[config.mk]
export PLATFORM = sky130hd
export DESIGN_NAME = sample_tx_scheduler
export DESIGN_NICKNAME = d
export VERILOG_FILES = /design/src/rtl/sample_tx_scheduler_pkg.sv /design/src/rtl/sample_tx_scheduler_rr_arbiter.sv /design/src/rtl/sample_tx_scheduler.sv
export SDC_FILE = /design/constraint.sdc
export NUM_CORES = 1
export LEC_CHECK = 0
export CAP_MARGIN = 15
export CORE_MARGIN = 2
export CORE_UTILIZATION = 43
export DETAILED_ROUTE_END_ITERATION = 8
export PLACE_DENSITY = 0.91
export SYNTH_ARGS = -nofsm -noshare
export SYNTH_HDL_FRONTEND = slang
export SYNTH_HIERARCHICAL = 1
export SYNTH_SLANG_ARGS = --single-unit
[constraint.sdc]
create_clock -name clk -period 3.9 [get_ports clk]
set_clock_uncertainty 0.05 [all_clocks]
set_input_delay 0.39 -clock clk [delete_from_list [all_inputs] [get_ports clk]]
set_output_delay 0.39 -clock clk [all_outputs]
set_load 0.01 [all_outputs]
[src/rtl/sample_tx_scheduler_pkg.sv]
// -----------------------------------------------------------------------------
// sample_tx_scheduler_pkg
// Shared definitions for the sample transmit scheduler: byte width, the frame
// FSM state encoding and a ceiling-log2 helper used to size the channel index,
// the round-robin pointer and the byte counter.
// -----------------------------------------------------------------------------
package sample_tx_scheduler_pkg;

  localparam int BYTE_W = 8;

  typedef enum logic [1:0] {
    IDLE   = 2'd0,
    HEADER = 2'd1,
    DATA   = 2'd2
  } state_t;

  // Ceiling log2, never below 1 so that single-entry ranges still get a
  // usable one-bit index.
  function automatic int clog2(input int n);
    int r;
    r = 0;
    for (int i = 0; i < 32; i++) begin
      if ((1 << r) < n) r = r + 1;
    end
    return (r < 1) ? 1 : r;
  endfunction

endpackage

[src/rtl/sample_tx_scheduler_rr_arbiter.sv]
// -----------------------------------------------------------------------------
// rr_arbiter
// Purely combinational round-robin arbiter. Picks the first requesting channel
// starting at ptr and wrapping at NUM_CH.
//   req  : per-channel request
//   ptr  : channel with highest priority this cycle
//   gnt  : one-hot grant (all-zero when nothing requests)
//   idx  : binary index of the granted channel (0 when nothing requests)
//   any  : at least one channel is requesting
// -----------------------------------------------------------------------------
module rr_arbiter #(
  parameter int NUM_CH = 4,
  parameter int IDX_W  = 2
) (
  input  logic [NUM_CH-1:0] req,
  input  logic [IDX_W-1:0]  ptr,
  output logic [NUM_CH-1:0] gnt,
  output logic [IDX_W-1:0]  idx,
  output logic              any
);

  int              c_int;
  logic [IDX_W-1:0] c_idx;

  // Walk offsets from the farthest to the nearest; the last hit written is
  // the nearest requester to ptr, so no priority flag is needed.
  always_comb begin
    gnt   = '0;
    idx   = '0;
    any   = 1'b0;
    c_int = 0;
    c_idx = '0;
    for (int k = NUM_CH - 1; k >= 0; k--) begin
      c_int = (int'(ptr) + k) % NUM_CH;
      c_idx = IDX_W'(c_int);
      if (req[c_idx]) begin
        gnt        = '0;
        gnt[c_idx] = 1'b1;
        idx        = c_idx;
        any        = 1'b1;
      end
    end
  end

endmodule

[src/rtl/sample_tx_scheduler.sv]
// -----------------------------------------------------------------------------
// sample_tx_scheduler
// Shares one byte-wide transmit link among NUM_CH sample sources. Grants
// sources round-robin, captures the granted word into a shadow register and
// sends an optional channel-tagged header followed by the word, MSB first,
// over a valid/ready handshake.
// Ports:
//   clk, rst    : clock (rising edge), asynchronous active-high reset
//   ch_valid    : per-channel sample available
//   ch_data     : channel i occupies bits [i*W +: W], W = WORD_BYTES*8
//   ch_ready    : one-hot grant, only while idle
//   tx_valid    : tx_byte is valid (registered)
//   tx_byte     : byte to transmit (registered)
//   tx_ready    : transmitter accepts tx_byte this cycle
//   busy        : a frame is in progress
//   frame_done  : one-cycle pulse after the last byte of a frame is accepted
// -----------------------------------------------------------------------------
module sample_tx_scheduler
  import sample_tx_scheduler_pkg::*;
#(
  parameter int          NUM_CH      = 4,
  parameter int          WORD_BYTES  = 4,
  parameter int          HEADER_EN   = 1,
  parameter logic [7:0]  HEADER_BASE = 8'hA0
) (
  input  logic                             clk,
  input  logic                             rst,
  input  logic [NUM_CH-1:0]                ch_valid,
  input  logic [NUM_CH*WORD_BYTES*8-1:0]   ch_data,
  output logic [NUM_CH-1:0]                ch_ready,
  output logic                             tx_valid,
  output logic [7:0]                       tx_byte,
  input  logic                             tx_ready,
  output logic                             busy,
  output logic                             frame_done
);

  localparam int WORD_W = WORD_BYTES * BYTE_W;
  localparam int IDX_W  = clog2(NUM_CH);
  localparam int CNT_W  = clog2(WORD_BYTES);
  localparam logic [CNT_W-1:0] LAST_CNT = CNT_W'(WORD_BYTES - 1);

  // Byte of a word counted from the MSB end: n=0 is the most significant.
  function automatic logic [BYTE_W-1:0] msb_byte(input logic [WORD_W-1:0] w,
                                                  input logic [CNT_W-1:0]  n);
    return w[(WORD_BYTES - 1 - int'(n)) * BYTE_W +: BYTE_W];
  endfunction

  state_t              state_q, state_d;
  logic [IDX_W-1:0]    rr_ptr_q, rr_ptr_d;
  logic [CNT_W-1:0]    byte_cnt_q, byte_cnt_d;
  logic [WORD_W-1:0]   shadow_q, shadow_d;
  logic [IDX_W-1:0]    idx_q, idx_d;
  logic                tx_valid_q, tx_valid_d;
  logic [BYTE_W-1:0]   tx_byte_q, tx_byte_d;
  logic                frame_done_q, frame_done_d;

  logic [NUM_CH-1:0]   arb_gnt;
  logic [IDX_W-1:0]    arb_idx;
  logic                arb_any;
  logic [WORD_W-1:0]   gnt_word;
  logic                hs;

  rr_arbiter #(
    .NUM_CH (NUM_CH),
    .IDX_W  (IDX_W)
  ) u_arb (
    .req (ch_valid),
    .ptr (rr_ptr_q),
    .gnt (arb_gnt),
    .idx (arb_idx),
    .any (arb_any)
  );

  assign gnt_word   = ch_data[int'(arb_idx) * WORD_W +: WORD_W];
  assign hs         = tx_valid_q & tx_ready;

  // Grant is only offered while idle, and never while reset is held.
  assign ch_ready   = (!rst && state_q == IDLE) ? arb_gnt : '0;
  assign tx_valid   = tx_valid_q;
  assign tx_byte    = tx_byte_q;
  assign busy       = (state_q != IDLE);
  assign frame_done = frame_done_q;

  always_ff @(posedge clk or posedge rst) begin
    if (rst) begin
      state_q      <= IDLE;
      rr_ptr_q     <= '0;
      byte_cnt_q   <= '0;
      shadow_q     <= '0;
      idx_q        <= '0;
      tx_valid_q   <= 1'b0;
      tx_byte_q    <= '0;
      frame_done_q <= 1'b0;
    end else begin
      state_q      <= state_d;
      rr_ptr_q     <= rr_ptr_d;
      byte_cnt_q   <= byte_cnt_d;
      shadow_q     <= shadow_d;
      idx_q        <= idx_d;
      tx_valid_q   <= tx_valid_d;
      tx_byte_q    <= tx_byte_d;
      frame_done_q <= frame_done_d;
    end
  end

  always_comb begin
    state_d      = state_q;
    rr_ptr_d     = rr_ptr_q;
    byte_cnt_d   = byte_cnt_q;
    shadow_d     = shadow_q;
    idx_d        = idx_q;
    tx_valid_d   = tx_valid_q;
    tx_byte_d    = tx_byte_q;
    frame_done_d = 1'b0;

    case (state_q)
      IDLE: begin
        if (arb_any) begin
          shadow_d   = gnt_word;
          idx_d      = arb_idx;
          rr_ptr_d   = (int'(arb_idx) == NUM_CH - 1) ? '0 : arb_idx + 1'b1;
          tx_valid_d = 1'b1;
          byte_cnt_d = '0;
          if (HEADER_EN != 0) begin
            state_d   = HEADER;
            tx_byte_d = HEADER_BASE | BYTE_W'(arb_idx);
          end else begin
            // No header: the first byte comes straight from the live input
            // because the shadow register is only being loaded this edge.
            state_d   = DATA;
            tx_byte_d = msb_byte(gnt_word, '0);
          end
        end
      end

      HEADER: begin
        if (hs) begin
          state_d    = DATA;
          byte_cnt_d = '0;
          tx_byte_d  = msb_byte(shadow_q, '0);
        end
      end

      DATA: begin
        if (hs) begin
          if (byte_cnt_q == LAST_CNT) begin
            state_d      = IDLE;
            tx_valid_d   = 1'b0;
            frame_done_d = 1'b1;
          end else begin
            byte_cnt_d = byte_cnt_q + 1'b1;
            tx_byte_d  = msb_byte(shadow_q, byte_cnt_q + 1'b1);
          end
        end
      end

      default: begin
        state_d    = IDLE;
        tx_valid_d = 1'b0;
      end
    endcase
  end

endmodule

# After elaboration in Yosys (flattened, before gate mapping)
# Index checks and enable logic that the tools add are counted.
# totals
output_inout_bits,15
register_bits,48
latchBits,0
romBits,0
mem_bits_rw,0
in_bits,135
memories,0
wordCells,99
# op_classes
add_sub_neg,6
div,0
n_reduce_logical,13
mul,0
n_lt_le_gt_ge,8
muxes,52
bitwise,2
shift,2
eq_ne,9
# op_table
op,count
$shiftx A128 B8 Y32,1
$mux W8,4
$shiftx A32 B6 Y8,1
$mux W2,13
$pmux W8 S3,1
$mux W4,5
$mux W1,18
$lt A2 B3 Y1 const B,4
$pmux W2 S3,2
$ne A2 B2 Y1 const B,5
$bmux W1 S2,4
$demux W1 S2,4
$ge A2 B1 Y1 const B,4
$reduce_and A4 Y1,2
$add A2 B1 Y2 const B,3
$logic_and A1 B1 Y1,5
$reduce_and A5 Y1,1
$add A2 B2 Y2 const B,2
$eq A2 B1 Y1 const B,2
$eq A2 B2 Y1 const B,2
$pmux W1 S3,1
$reduce_bool A3 Y1,1
$sub A2 B2 Y3 const A,1
$logic_not A2 Y1,1
5 further kinds,5

# Depth between registers and ports, before layout
# depth
word_depth,10
ltp_mapped,13
depth_no_buf,9

# By module
# The synthesis kept the hierarchy.
# by_module_without_submodules
module,instances,seq_area_each_um2,cells_per_inst,area_each_um2
sample_tx_scheduler,1,1201.2,216,3000.4
rr_arbiter,1,0.0,61,509.2

# Worst setup path after synthesis
# Ideal clock, no wire load.
# synth_timing
kind,register to register
from,register rr_ptr_q[0]
to,register shadow_q[26]
t_arrival_ns,3.084
period_less_slack_ns,3.258
path_buffers,4
required_ns,3.725
setup_ns,0.125
stages_incl_launch_ff,12
slack_ns,0.642
path_cell_list,dfrtp_1 -> buf_6 -> inv_1 -> ha_1 -> buf_2 -> nor2b_1 -> o211a_1 -> nor3_1 -> buf_2 -> buf_2 -> mux4_2 -> mux2_2
# synth_between
elab_chain_cells,8
word_cells_on_any_way,21
cone_classes,add/sub (3); shift (1); mux (16); reduce/logical (1)
# synth_rtl
item,line_no,rtl
"start, declared",sample_tx_scheduler.sv:50,"logic [IDX_W-1:0] rr_ptr_q, rr_ptr_d;"
"start signal, assigned",sample_tx_scheduler.sv:97,rr_ptr_q <= rr_ptr_d;
$add A2 B2 Y2,sample_tx_scheduler_rr_arbiter.sv:34,c_int = (int'(ptr) + k) % NUM_CH;
$bmux W1 S2,sample_tx_scheduler_rr_arbiter.sv:36,if (req[c_idx]) begin
$mux W1 (implied by the code),sample_tx_scheduler_rr_arbiter.sv:36,
$mux W2 (3 in a row),sample_tx_scheduler_rr_arbiter.sv:36,
$mux W2 (*),sample_tx_scheduler_rr_arbiter.sv:36,
net arb_idx[0],sample_tx_scheduler.sv:59,logic [IDX_W-1:0] arb_idx;
$shiftx A128 B8 Y32 (*),sample_tx_scheduler.sv:75,assign gnt_word = ch_data[int'(arb_idx) * WORD_W +: WORD_W];
"end signal, assigned",sample_tx_scheduler.sv:99,shadow_q <= shadow_d;
"end, declared",sample_tx_scheduler.sv:52,"logic [WORD_W-1:0] shadow_q, shadow_d;"
# The timed path passes the listed nets; every way through them passes the cells marked *. The select of a mux whose other input is x is not followed.
# A chain may end at the register's enable or synchronous reset.

# Worst setup path in the final report
# layout_timing
from,register rr_ptr_q[1]
to,output ch_ready[0]
# layout_between
elab_chain_cells,10
word_cells_on_any_way,36
cone_classes,add/sub (3); order compare (8); mux (21); reduce/logical (4)
# layout_rtl
item,line_no,rtl
$add A2 B2 Y2,sample_tx_scheduler_rr_arbiter.sv:34,
$lt A2 B3 Y1 (implied by the code) or $ge A2 B1 Y1 (tied branches),sample_tx_scheduler_rr_arbiter.sv:38,gnt[c_idx] = 1'b1;
$logic_and A1 B1 Y1 (implied by the code),sample_tx_scheduler_rr_arbiter.sv:38,
$mux W1 (implied by the code),sample_tx_scheduler_rr_arbiter.sv:38,
$demux W1 S2,-,
$mux W4 (3 in a row),sample_tx_scheduler_rr_arbiter.sv:36,
$mux W4 (*),sample_tx_scheduler_rr_arbiter.sv:36,
net arb_gnt[0],sample_tx_scheduler.sv:58,logic [NUM_CH-1:0] arb_gnt;
$mux W4 (*),sample_tx_scheduler.sv:79,assign ch_ready = (!rst && state_q == IDLE) ? arb_gnt : '0;
"end, declared",sample_tx_scheduler.sv:30,"output logic [NUM_CH-1:0] ch_ready,"
# Marks and branches as above.

==> metrics.csv <==
metric,value,unit
status,finished clean,
top-area cell type share of the netlist area,34.2,%
setup_tns,0,ps
"count leader, synth",dfrtp_1,
"Top FF cell, synth",dfrtp_1,
# fillers,575,
Rel. slew slack,59.2,%
CP startpoint kind,register,
R2R setup slack,610,ps
Fin. Hold Viols,0,
Worst-Skew Late Latency,290,ps
Post-Syn Instances,277,
Hold Crit Depth,2,
placed insts,512,
root buf cell,clkbuf_8,
Row Count,32,
hold_ws,434,ps
Reg2Reg Launch Point,rr_ptr_q[1],
RSZ-0062 raised after global routing,no,
global route total overflow,0,
Yosys cell types,44,
Synth Net Count,427,
critical path type,reg -> out,
port buffer count,149,
dpl ws,560,ps
cts hold-fix bufs,0,
Core Area,0.00781,sq mm
starting density of the core,45.0,%
Syn. warnings,6,
first-pass GRT wire length,14.2,mm
Worst Hold End,tx_byte[5],
Sw Ratio,38.6,%
Pint,2220,uW
DR WL/cell,17.3,um
Max-Cap Viols,0,
via count,2935,
depth of the CTS H-tree,2,
GRT Total Usage,20.7,%
Netlist Area Pre-Place,0.00351,sq mm
worst slew pin tran,613,ps
Worst Path Required,3460,ps
sw power,1400,uW
WL final,9.00,mm
clock slew at reported path FFs,80,ps
top-level port count,150,
combinational share of power,65.9,%
Nets,567,
Max Transition Viols Final,0,
PwrDens,700,mW/mm^2
DIE HEIGHT,94.3,um
Hold Path Class,reg -> reg,
Die Wd,94.3,um
TritonCTS Sinks,48,
DRC violations left,0,
Critical Path AT,3230,ps
Post-Syn Area per Cell,12.7,sq um
period utilisation layout,94.1,%
Worst Path Max Fanout,11,
"antenna viol nets, final",0,
1st-pass router iterations,4,
diode count,0,
Seq cells post-synth,48,
Area Growth Syn to Fin,47.2,%
worst setup margin,232,ps
post-CTS setup buffers,0,
Post-synth EDFFs,0,
post-synthesis async set-or-reset flop share,100,%
Post-DP Area,0.00507,sq mm
register area share after synthesis,34.2,%
number of DRC markers in iteration 0,180,
peak supply drop,0.386,mV
post-cts sizing count,0,
min cycle time layout,3670,ps
CTS tree,done,
vias in the first global route,3045,
initial antenna violation count,0,
Synth area leaders,"dfrtp_1 (34%), mux4_2 (25%), mux2_2 (11%)",
share of cells above drive strength 1,22.7,%
clock share of power,8.4,%
R2R depth,9,
Post-Layout Cell Count,520,
final setup fails,0,
Reg2Reg Capture Point,shadow_q[26],
largest area contributor in the netlist,dfrtp_1,
Via density,5.64,
GPL Wtd Cong,0.862,
fmax,273,MHz
largest net degree at the start of global routing,49,
Clock Path Buffers,2,
hold_sp,tx_byte[5],
commonest cells in the netlist,"dfrtp_1 (48), mux4_2 (39), mux2_2 (35)",
design area,0.00517,sq mm
Critical Path End Type,primary output,
static leakage,0.00204,uW
sequential power share,25.8,%
die area,0.00890,sq mm
CTS Buf Count,5,
DP HPWL,7.33,mm
==> layer usage <==
layer | GRT usage [%] | up-vias | routed length, um
li1 | - | 1363 | -
met1 | 24.3 | 1418 | 3240
met2 | 37.9 | 135 | 4920
met3 | 4.31 | 19 | 621
met4 | 6.64 | 0 | 217
met5 | 0 | - | 0
==> per-stage QoR <==
step	total power [uW]	util [%]
floorplan	2700	-
global placement	3250	65.0
detailed placement	3340	65.0
CTS	3640	66.2
global route	3880	66.2
finish	3620	66.2
==> area by class of cell <==
cell class / count / area, sq um / share of cell area (%)
sequential: 48 / 1200 / 23.3
tap: 102 / 128 / 2.47
clock buffer: 6 / 82.6 / 1.60
clock inverter: 2 / 10.0 / 0.194
inverter: 11 / 41.3 / 0.799
multi-input combinational: 197 / 2160 / 41.9
timing repair buffer: 154 / 1540 / 29.8
==> kinds of logic after synthesis <==
| family | share of synthesized area, % |
|---|---|
| AO/OA/AOI/OAI | 9.38 |
| buffers and inverters | 4.63 |
| multiplexers | 38.6 |
| adder cells (fa/ha/maj) | 5.35 |
| AND/OR/NAND/NOR | 7.84 |
| flip-flops | 34.2 |
==> worst max path at each step <==
stage	startpoint	cells past startpoint	endpoint	slack (ps)
final	rr_ptr_q[1]	8	ch_ready[0]	230
after global routing	rr_ptr_q[1]	8	ch_ready[0]	30
after CTS	rr_ptr_q[1]	8	ch_ready[0]	230
after detailed placement	rr_ptr_q[1]	8	ch_ready[0]	560
after global placement	rr_ptr_q[1]	8	ch_ready[1]	720
after floorplan	rr_ptr_q[0]	11	shadow_q[26]	640
==> power by group through the flow <==
stage | sequential [uW] | clock (uW) | combinational (uW)
6_report | 932 | 302 | 2380
3_3_place_gp | 931 | 0 | 2310
4_1_cts | 933 | 309 | 2400
3_5_place_dp | 944 | 0 | 2390
2_1_floorplan | 887 | 0 | 1810
5_1_grt | 959 | 329 | 2590
==> placed cells by master (no fill, tap or decap), types with 2 or more instances in the layout <==
cell / count
a22oi_1: 7
dfrtp_1: 48
nand4_1: 4
clkinv_2: 2
a211oi_1: 2
clkbuf_8: 6
nor2b_1: 2
buf_4: 4
nor2_1: 14
and4_1: 2
and3_1: 4
a21o_1: 5
inv_1: 10
clkdlybuf4s50_1: 149
o21ai_1: 4
a32oi_1: 2
o21ai_0: 8
ha_1: 15
a21oi_1: 7
nand2_1: 16
a31oi_1: 4
mux2_2: 35
mux4_2: 39
a221oi_1: 2
mux2i_1: 3
==> registers in the layout (all words and copies together), names as in the netlist <==
register	cells
shadow_q	32
tx_valid	1
state_q	2
byte_cnt_q	2
tx_byte	8
rr_ptr_q	2
frame_done	1
==> critical path: stages, from the launching register on <==
cell and delay (ps):
dfrtp_1 600, inv_1 220, ha_1 510, mux4_2 450, nor2b_4 180, a22oi_1 90, a31oi_1 170, and3_1 170
clkdlybuf4s50_1 540
(Power assumes the default switching activity.)
